### src/rtl/serial_adder_n.sv
// Digit-serial adder/subtractor: one DIGIT-bit slice reused over WIDTH/DIGIT cycles, LSB digit first.
// Define SERIAL_ADDER_FLAGS_EN to build the OV/ZF flag logic; otherwise both flags are tied to 0.
module serial_adder_n #(
  parameter int WIDTH = 8,
  parameter int DIGIT = 1
) (
  input  logic             clk,
  input  logic             rst,
  input  logic             start,
  input  logic             Sub,
  input  logic [WIDTH-1:0] A,
  input  logic [WIDTH-1:0] B,
  input  logic             Cin,
  output logic [WIDTH-1:0] F,
  output logic             Cout,
  output logic             OV,
  output logic             ZF,
  output logic             busy,
  output logic             done
);

  localparam int N  = WIDTH / DIGIT;
  localparam int CW = (N > 1) ? $clog2(N) : 1;

  typedef enum logic [1:0] {IDLE, RUN, DONE} state_t;

  state_t           state;
  logic [WIDTH-1:0] a_reg;
  logic [WIDTH-1:0] b_reg;
  logic [WIDTH-1:0] sum_reg;
  logic             carry_reg;
  logic [CW-1:0]    cnt_reg;

  logic [DIGIT-1:0] digit_sum;
  logic             carry_chain;
  logic             carry_out;
  logic [WIDTH-1:0] sum_next;
  logic             last;
`ifdef SERIAL_ADDER_FLAGS_EN
  logic             carry_msb_in;
`endif

  // Ripple through the current digit; carry_msb_in ends up as the carry into its top bit.
  always_comb begin
    carry_chain = carry_reg;
    digit_sum   = '0;
`ifdef SERIAL_ADDER_FLAGS_EN
    carry_msb_in = carry_reg;
`endif
    for (int i = 0; i < DIGIT; i++) begin
`ifdef SERIAL_ADDER_FLAGS_EN
      carry_msb_in = carry_chain;
`endif
      digit_sum[i] = a_reg[i] ^ b_reg[i] ^ carry_chain;
      carry_chain  = (a_reg[i] & b_reg[i]) | (carry_chain & (a_reg[i] ^ b_reg[i]));
    end
    carry_out = carry_chain;
  end

  always_comb begin
    sum_next = sum_reg >> DIGIT;
    sum_next[WIDTH-1 -: DIGIT] = digit_sum;
  end

  assign last = (cnt_reg == CW'(N - 1));

  always_ff @(posedge clk or posedge rst) begin
    if (rst) begin
      state     <= IDLE;
      a_reg     <= '0;
      b_reg     <= '0;
      sum_reg   <= '0;
      carry_reg <= 1'b0;
      cnt_reg   <= '0;
      F         <= '0;
      Cout      <= 1'b0;
      busy      <= 1'b0;
      done      <= 1'b0;
    end else begin
      done <= 1'b0;
      case (state)
        IDLE: begin
          if (start) begin
            a_reg     <= A;
            b_reg     <= Sub ? ~B : B;
            carry_reg <= Cin ^ Sub;
            cnt_reg   <= '0;
            busy      <= 1'b1;
            state     <= RUN;
          end
        end
        RUN: begin
          a_reg     <= a_reg >> DIGIT;
          b_reg     <= b_reg >> DIGIT;
          sum_reg   <= sum_next;
          carry_reg <= carry_out;
          cnt_reg   <= cnt_reg + 1'b1;
          if (last) begin
            F     <= sum_next;
            Cout  <= carry_out;
            busy  <= 1'b0;
            done  <= 1'b1;
            state <= DONE;
          end
        end
        DONE:    state <= IDLE;
        default: state <= IDLE;
      endcase
    end
  end

`ifdef SERIAL_ADDER_FLAGS_EN
  always_ff @(posedge clk or posedge rst) begin
    if (rst) begin
      OV <= 1'b0;
      ZF <= 1'b0;
    end else if (state == RUN && last) begin
      OV <= carry_msb_in ^ carry_out;
      ZF <= (sum_next == '0);
    end
  end
`else
  assign OV = 1'b0;
  assign ZF = 1'b0;
`endif

endmodule

### config.mk
export PLATFORM = sky130hd
export DESIGN_NAME = serial_adder_n
export DESIGN_NICKNAME = d
export VERILOG_FILES = /design/src/rtl/serial_adder_n.sv
export SDC_FILE = /design/constraint.sdc
export NUM_CORES = 1
export LEC_CHECK = 0
export ABC_AREA = 1
export CAP_MARGIN = 20
export CORE_ASPECT_RATIO = 0.9
export CORE_MARGIN = 4
export CORE_UTILIZATION = 50
export CTS_CLUSTER_DIAMETER = 60
export DETAILED_ROUTE_END_ITERATION = 8
export GPL_TIMING_DRIVEN = 0
export PLACE_DENSITY = 0.8
export SYNTH_ARGS = -nofsm -noshare
export SYNTH_HDL_FRONTEND = slang
export SYNTH_SLANG_ARGS = --single-unit
export TNS_END_PERCENT = 100
### constraint.sdc
create_clock -name clk -period 2.5 [get_ports clk]
set_input_delay 0.25 -clock clk [delete_from_list [all_inputs] [get_ports clk]]
set_output_delay 0.25 -clock clk [all_outputs]
set_load 0.02 [all_outputs]
==> qor.yml, run 1 <==
status:
  status: "finished clean"
pwr:
  clockPowerShare: 0.215
  p_sw_mw: 0.9623
  power.total_mw: 2.662
  switching_share: 0.3614
  leakage_nw: 1.208
  power_density_mw_per_mm2: 1129
  peakVddDrop_v: 0.0006449
  comb_power_share: 0.389
  seqPwrFrac: 0.396
  power_report.internal_total_mw: 1.700
sta:
  slew_violations: 0
  worstMarginPinSlew_ns: 0.8023
  skew_ns: 0.005241
  hold_violations: 0
  period_share: 0.6041
  rsz0062_at_grt: "no"
  clock.fmax_mhz: 662.1
  setup_viol: 0
  min_period_ns: 1.510
  finalSetupTns_ns: 0
  worst_slew_margin_rel: 0.4644
floorplan:
  fp-row-count: 20
  die_area_mm2: 0.004814
  ios: 34
  die_h_um: 66.22
  fp.dieW_um: 72.69
  core-area_mm2: 0.003503
  initial_utilization: 0.5375
finish:
  antenna_cells: 0
  final_util: 0.6732
  area_delta_synth_final_pct: 25.25
  layout-drive-gt1-share: 0.1269
  fin_nets: 283
detailed_routing:
  ant_nets: 0
  wl_mm: 3.837
  drc_errors: 0
  firstDrtPassIters: 4
  vias: 1544
  drt-initial-drc-count: 98
  via_per_inst: 5.079
  wl_per_cell_um: 12.62
clock_tree:
  cts_resized: 0
  htreeDepth: 2
  cts_hold_buf: 0
  cts_root_buffer: "clkbuf_8"
  cts_tree: "done"
  path_clk_slew_ns: 0.08
  worstSkewPairLatency_ns: 0.29
  clock-sinks: 40
  post_cts_buffers: 0
  clk_path_buf_depth: 2
  cts_buffers: 5
grt:
  grt_max_degree: 41
  antenna_found_initial: 0
  grt_use_total: 0.1842
  grt_pass1_wl_mm: 6.803
  overflow: 0
  grt_pass1_vias: 1498
critical_path:
  worstPathCellList: "clkdlybuf4s50_1"
  r2r-end: "busy"
  cp-start-kind: "flop"
  crit_start: "F[7]"
  cp.arrival_ns: 1.26
  r2r_cells: 6
  crit_slowest_cell: "clkdlybuf4s50_1"
  cp_data_required_time_ns: 2.25
  cp_top_family: "buffers and inverters"
  r2r_start: "cnt_reg[0]"
  r2r_slack_ns: 1.16
  cp_num_buf_inv: 1
  worstSetupEndpointType: "primary output"
  crit_fanout: 2
  cpPeakStageDelay_ns: 0.61
  critPathKind: "flop to primary output"
logic_synthesis:
  synth_top_area_cell: "dfrtp_1"
  yosys_warnings: 0
  yosysUniqueCellTypes: 18
  netlist_area_mm2: 0.001883
  yosysSeqAreaShare: 0.5316
  yosys-top-cells-area: "dfrtp_1 53%, nand2_1 16%, nand3_1 11%"
  synthCells: 222
  synth_seq_cells: 40
  synth_top_area_frac: 0.5316
  synth_area_per_cell_um2: 8.482
worst_hold_path:
  hp-class: "input pin to flop"
  hp-start: "start"
  hold_depth: 3
  whs_endpoint: "a_reg[6]"
place:
  routabilityCongestion: 0.7405
  post-dp-hpwl_mm: 2.796
  io_buffers: 29
flow_run:
  drv_cap: 0
cell type report:
cell class                      instances  area (um2)
Inverter                               19       71.32
Tap cell                               44       55.05
Buffer                                 13       105.1
Clock inverter                          1       30.03
Fill cell                             289        1145
Clock buffer                            7       96.34
Multi-Input combinational cell        151       709.4
Timing Repair Buffer                   29       290.3
Sequential cell                        40        1001
metal layers:
layer	share of wire	GRT usage
met5	0	0
met4	0.014	0.07373
met3	0.059	0.05167
met2	0.46	0.2793
met1	0.46	0.2481
stage by stage:
step | setup slack [ns] | cells | cell area (um2) | hold WS [ns]
2_1_floorplan | 1.300 | 223 | 1887 | 0.3596
5_1_grt | 0.9307 | 304 | 2359 | 0.3321
6_report | 0.9897 | 304 | 2359 | 0.3146
4_1_cts | 0.9776 | 304 | 2359 | 0.3151
3_3_place_gp | 0.5117 | 296 | 2232 | 0.4578
3_5_place_dp | 1.169 | 296 | 2232 | 0.4597
cells in the final DEF (no fill, tap or decap), types with 5 or more instances in the layout:
cell type,count
buf_4,5
o21ai_2,6
nand3_1,42
clkdlybuf4s50_1,29
nand2_1,80
clkbuf_8,7
o21ai_0,9
dfrtp_1,40
buf_2,5
inv_1,17
how the worst max path moves through the flow:
stage / end / slack [ns] / depth (start not counted)
6_report: F[7] / 0.99 / 1
5_1_grt: F[7] / 0.93 / 1
4_1_cts: F[7] / 0.98 / 1
3_5_place_dp: a_reg[3] / 1.17 / 2
3_3_place_gp: a_reg[3] / 0.51 / 2
2_1_floorplan: F[1] / 1.30 / 5
Yosys cell counts:
master / n
buf_2: 5
nor2_2: 1
xor2_1: 1
o21ai_0: 9
nand3_1: 42
o21ai_2: 6
buf_4: 5
conb_1: 1
dfrtp_1: 40
nand2_1: 80
inv_1: 18
inv_2: 1
nor2_1: 4
fa_1: 1
ha_1: 2
buf_6: 2
buf_12: 1
nand2_2: 3
power groups by stage:
stage	clock, mW	sequential, mW	combinational (mW)
global route	0.612	1.09	1.16
detailed placement	0	1.06	1.04
floorplan	0	1.12	0.620
CTS	0.578	1.05	1.05
finish	0.572	1.05	1.04
global placement	0	1.05	1.01
cells by family after synthesis:
| family | count (synthesis) | synth area share |
|---|---|---|
| xor gates and xnor gates | 1 | 0.004652 |
| other | 1 | 0.001991 |
| DFF | 40 | 0.5316 |
| adders and majority gates | 3 | 0.02392 |
| buffers and inverters | 32 | 0.09368 |
| and+or+nand+nor | 130 | 0.2924 |
| AOI/OAI and AO/OA | 15 | 0.05183 |
No activity file was read; power rests on OpenSTA's default activity.
==> inputs of run 2 (changes only) <==
--- a/config.mk
+++ b/config.mk
@@ -9,11 +9,11 @@
 export CAP_MARGIN = 20
 export CORE_ASPECT_RATIO = 0.9
 export CORE_MARGIN = 4
-export CORE_UTILIZATION = 50
+export CORE_UTILIZATION = 47
 export CTS_CLUSTER_DIAMETER = 60
 export DETAILED_ROUTE_END_ITERATION = 8
 export GPL_TIMING_DRIVEN = 0
-export PLACE_DENSITY = 0.8
+export PLACE_DENSITY = 0.79
 export SYNTH_ARGS = -nofsm -noshare
 export SYNTH_HDL_FRONTEND = slang
 export SYNTH_SLANG_ARGS = --single-unit
==> constraint.sdc (replaced) <==
create_clock -name clk -period 1.3 [get_ports clk]
set_input_delay 0.13 -clock clk [delete_from_list [all_inputs] [get_ports clk]]
set_output_delay 0.13 -clock clk [all_outputs]
set_load 0.02 [all_outputs]
==> run 2 against run 1 <==
Net effect:
- register-to-register slack worse by 1.1 ns
- critical path depth up 2
- worst hold slack worse by 0.14 ns
- cell count up 0.99%
- first-iteration DRC count up 1.0%
- sequential power up 92%
- flip-flop and latch count unchanged
- via count down 3.8%
- worst setup slack worse by 0.95 ns
- routed wire length down 7.3%
==> qor.yml, run 2 (synthesis results as in run 1) <==
status:
  status: "finished clean"
sta:
  worstMarginPinSlew_ns: 0.8085
  period_share: 0.9662
  rsz0062_at_grt: "yes"
  finalSetupTns_ns: 0
  fin_hold_ws_ns: 0.1760
  clock.fmax_mhz: 796.2
  hold_violations: 0
  slew_violations: 0
  setup_ws_ns: 0.04396
  skew_ns: 0.003524
  worst_slew_margin_rel: 0.4602
  setup_viol: 0
  min_period_ns: 1.256
pwr:
  leakage_nw: 1.226
  peakVddDrop_v: 0.0008949
  power_density_mw_per_mm2: 2039
  power.total_mw: 4.758
detailed_routing:
  vias: 1486
  firstDrtPassIters: 4
  ant_nets: 0
  route.met2.wl_mm: 1.591
  wl_per_cell_um: 11.58
  drc_errors: 0
  top_layer: "met4"
  wl_mm: 3.555
  wl_met3_um: 200
  drt-initial-drc-count: 99
  wirelength_met1_mm: 1.689
  via_per_inst: 4.840
finish:
  antenna_cells: 0
  layout-drive-gt1-share: 0.1341
  fin_nets: 284
  area_delta_synth_final_pct: 23.92
  finalNonFillerCells: 307
  final_cell_mix: "80 x nand2_1, 42 x nand3_1, 39 x dfrtp_1, 18 x clkdlybuf4s50_1, 17 x inv_1"
  final_common_cell: "nand2_1"
grt:
  grt_use_total: 0.1582
  grt_pass1_vias: 1336
  grt_pass1_wl_mm: 5.947
  grt_max_degree: 41
  antenna_found_initial: 0
  overflow: 0
place:
  dp_cells: 298
  routabilityCongestion: 0.7570
  io_buffers: 29
  place_worst_setup_slack_ns: -0.009132
  post-dp-hpwl_mm: 2.571
critical_path:
  cp_data_required_time_ns: 1.51
  cp.arrival_ns: 1.47
  r2r_start: "a_reg[0]"
  cp_num_buf_inv: 1
  worstPathCellList: "fa_1 > inv_1 > o21ai_1"
  r2r_cells: 3
  critPathKind: "flop to flop"
  cp-start-kind: "flop"
  cp_top_family: "adder cells"
  crit_slowest_cell: "fa_1"
  crit_fanout: 2
  r2r_slack_ns: 0.04
  worstSetupEndpointType: "flop"
  cpPeakStageDelay_ns: 0.54
  critical_path_depth: 3
  r2r-end: "sum_reg[7]"
floorplan:
  fp-row-count: 21
  core-area_mm2: 0.003784
  ios: 34
  die_h_um: 68.05
  initial_utilization: 0.4977
  die_area_mm2: 0.005085
  fp.dieW_um: 74.72
clock_tree:
  path_clk_slew_ns: 0.07
  clk_path_buf_depth: 2
  worstSkewPairLatency_ns: 0.29
  cts_buffers: 5
  cts_hold_buf: 0
  clock-sinks: 40
  cts_tree: "done"
  htreeDepth: 2
  cts_root_buffer: "clkbuf_8"
worst_hold_path:
  hp-class: "input pin to flop"
  whs_endpoint: "a_reg[1]"
  hold_depth: 3
  hp-start: "start"
flow_run:
  drv_cap: 0
## run 2: changes by cell type in the layout (fill, tap and decap cells not counted), sizes merged
cell | previous run | this run
clkdlybuf4s50 | 29 | 18
dlygate4sd2 | 0 | 11
bufinv | 1 | 0
buf | 13 | 14
clkbuf | 7 | 8
## run 2: timing repair
item	in CTS	in global routing
pin swaps	1	0
hold endpoints to repair	0	0
endpoints found under the setup margin	22	4
resized for setup	13	4
setup buffers	1	0
gates cloned	0	0
## run 2: area by class of cell
type / instances / area (um2)
fillers: 325 / 1450
flip-flops and latches: 40 / 1002
multi-input cells: 151 / 719.4
repair buffers: 30 / 284.0
plain buffers: 13 / 108.9
clock buffers: 8 / 90.09
inverters: 19 / 71.32
well taps: 46 / 57.56
## run 2: worst max-delay path by stage
| stage | startpoint | slack [ns] | end |
|---|---|---|---|
| floorplan | cnt_reg[0] | 0.1 | F[1] |
| global placement | rst | -0.56 | done |
| detailed placement | cnt_reg[0] | -0.009 | Cout |
| CTS | a_reg[0] | 0.03 | sum_reg[7] |
| global route | cnt_reg[0] | -0.002 | F[0] |
| finish | a_reg[0] | 0.04 | sum_reg[7] |
## run 2: power by group
part / switching [mW] / internal (mW)
logic: 1.12 / 0.767
clock network: 0.412 / 0.433
registers: 0.282 / 1.74
## run 2: layer usage
| metal | up-vias | GRT usage |
|---|---|---|
| met1 | 674 | 0.1998 |
| met2 | 34 | 0.2511 |
| met4 | 0 | 0.07778 |
| met5 | - | 0 |
| li1 | 771 | - |
| met3 | 7 | 0.04258 |
## run 2: worst reg2reg max path, cell delays in order (launching register included)
cell     delay [ns]
dfrtp_1        0.42
fa_1           0.54
inv_1          0.06
o21ai_1        0.15
## run 2: metrics by stage
step,area [um2],utilization
floorplan,1887,-
global placement,2235,0.5906
detailed placement,2235,0.5906
CTS,2321,0.6134
global route,2333,0.6167
finish,2333,0.6167
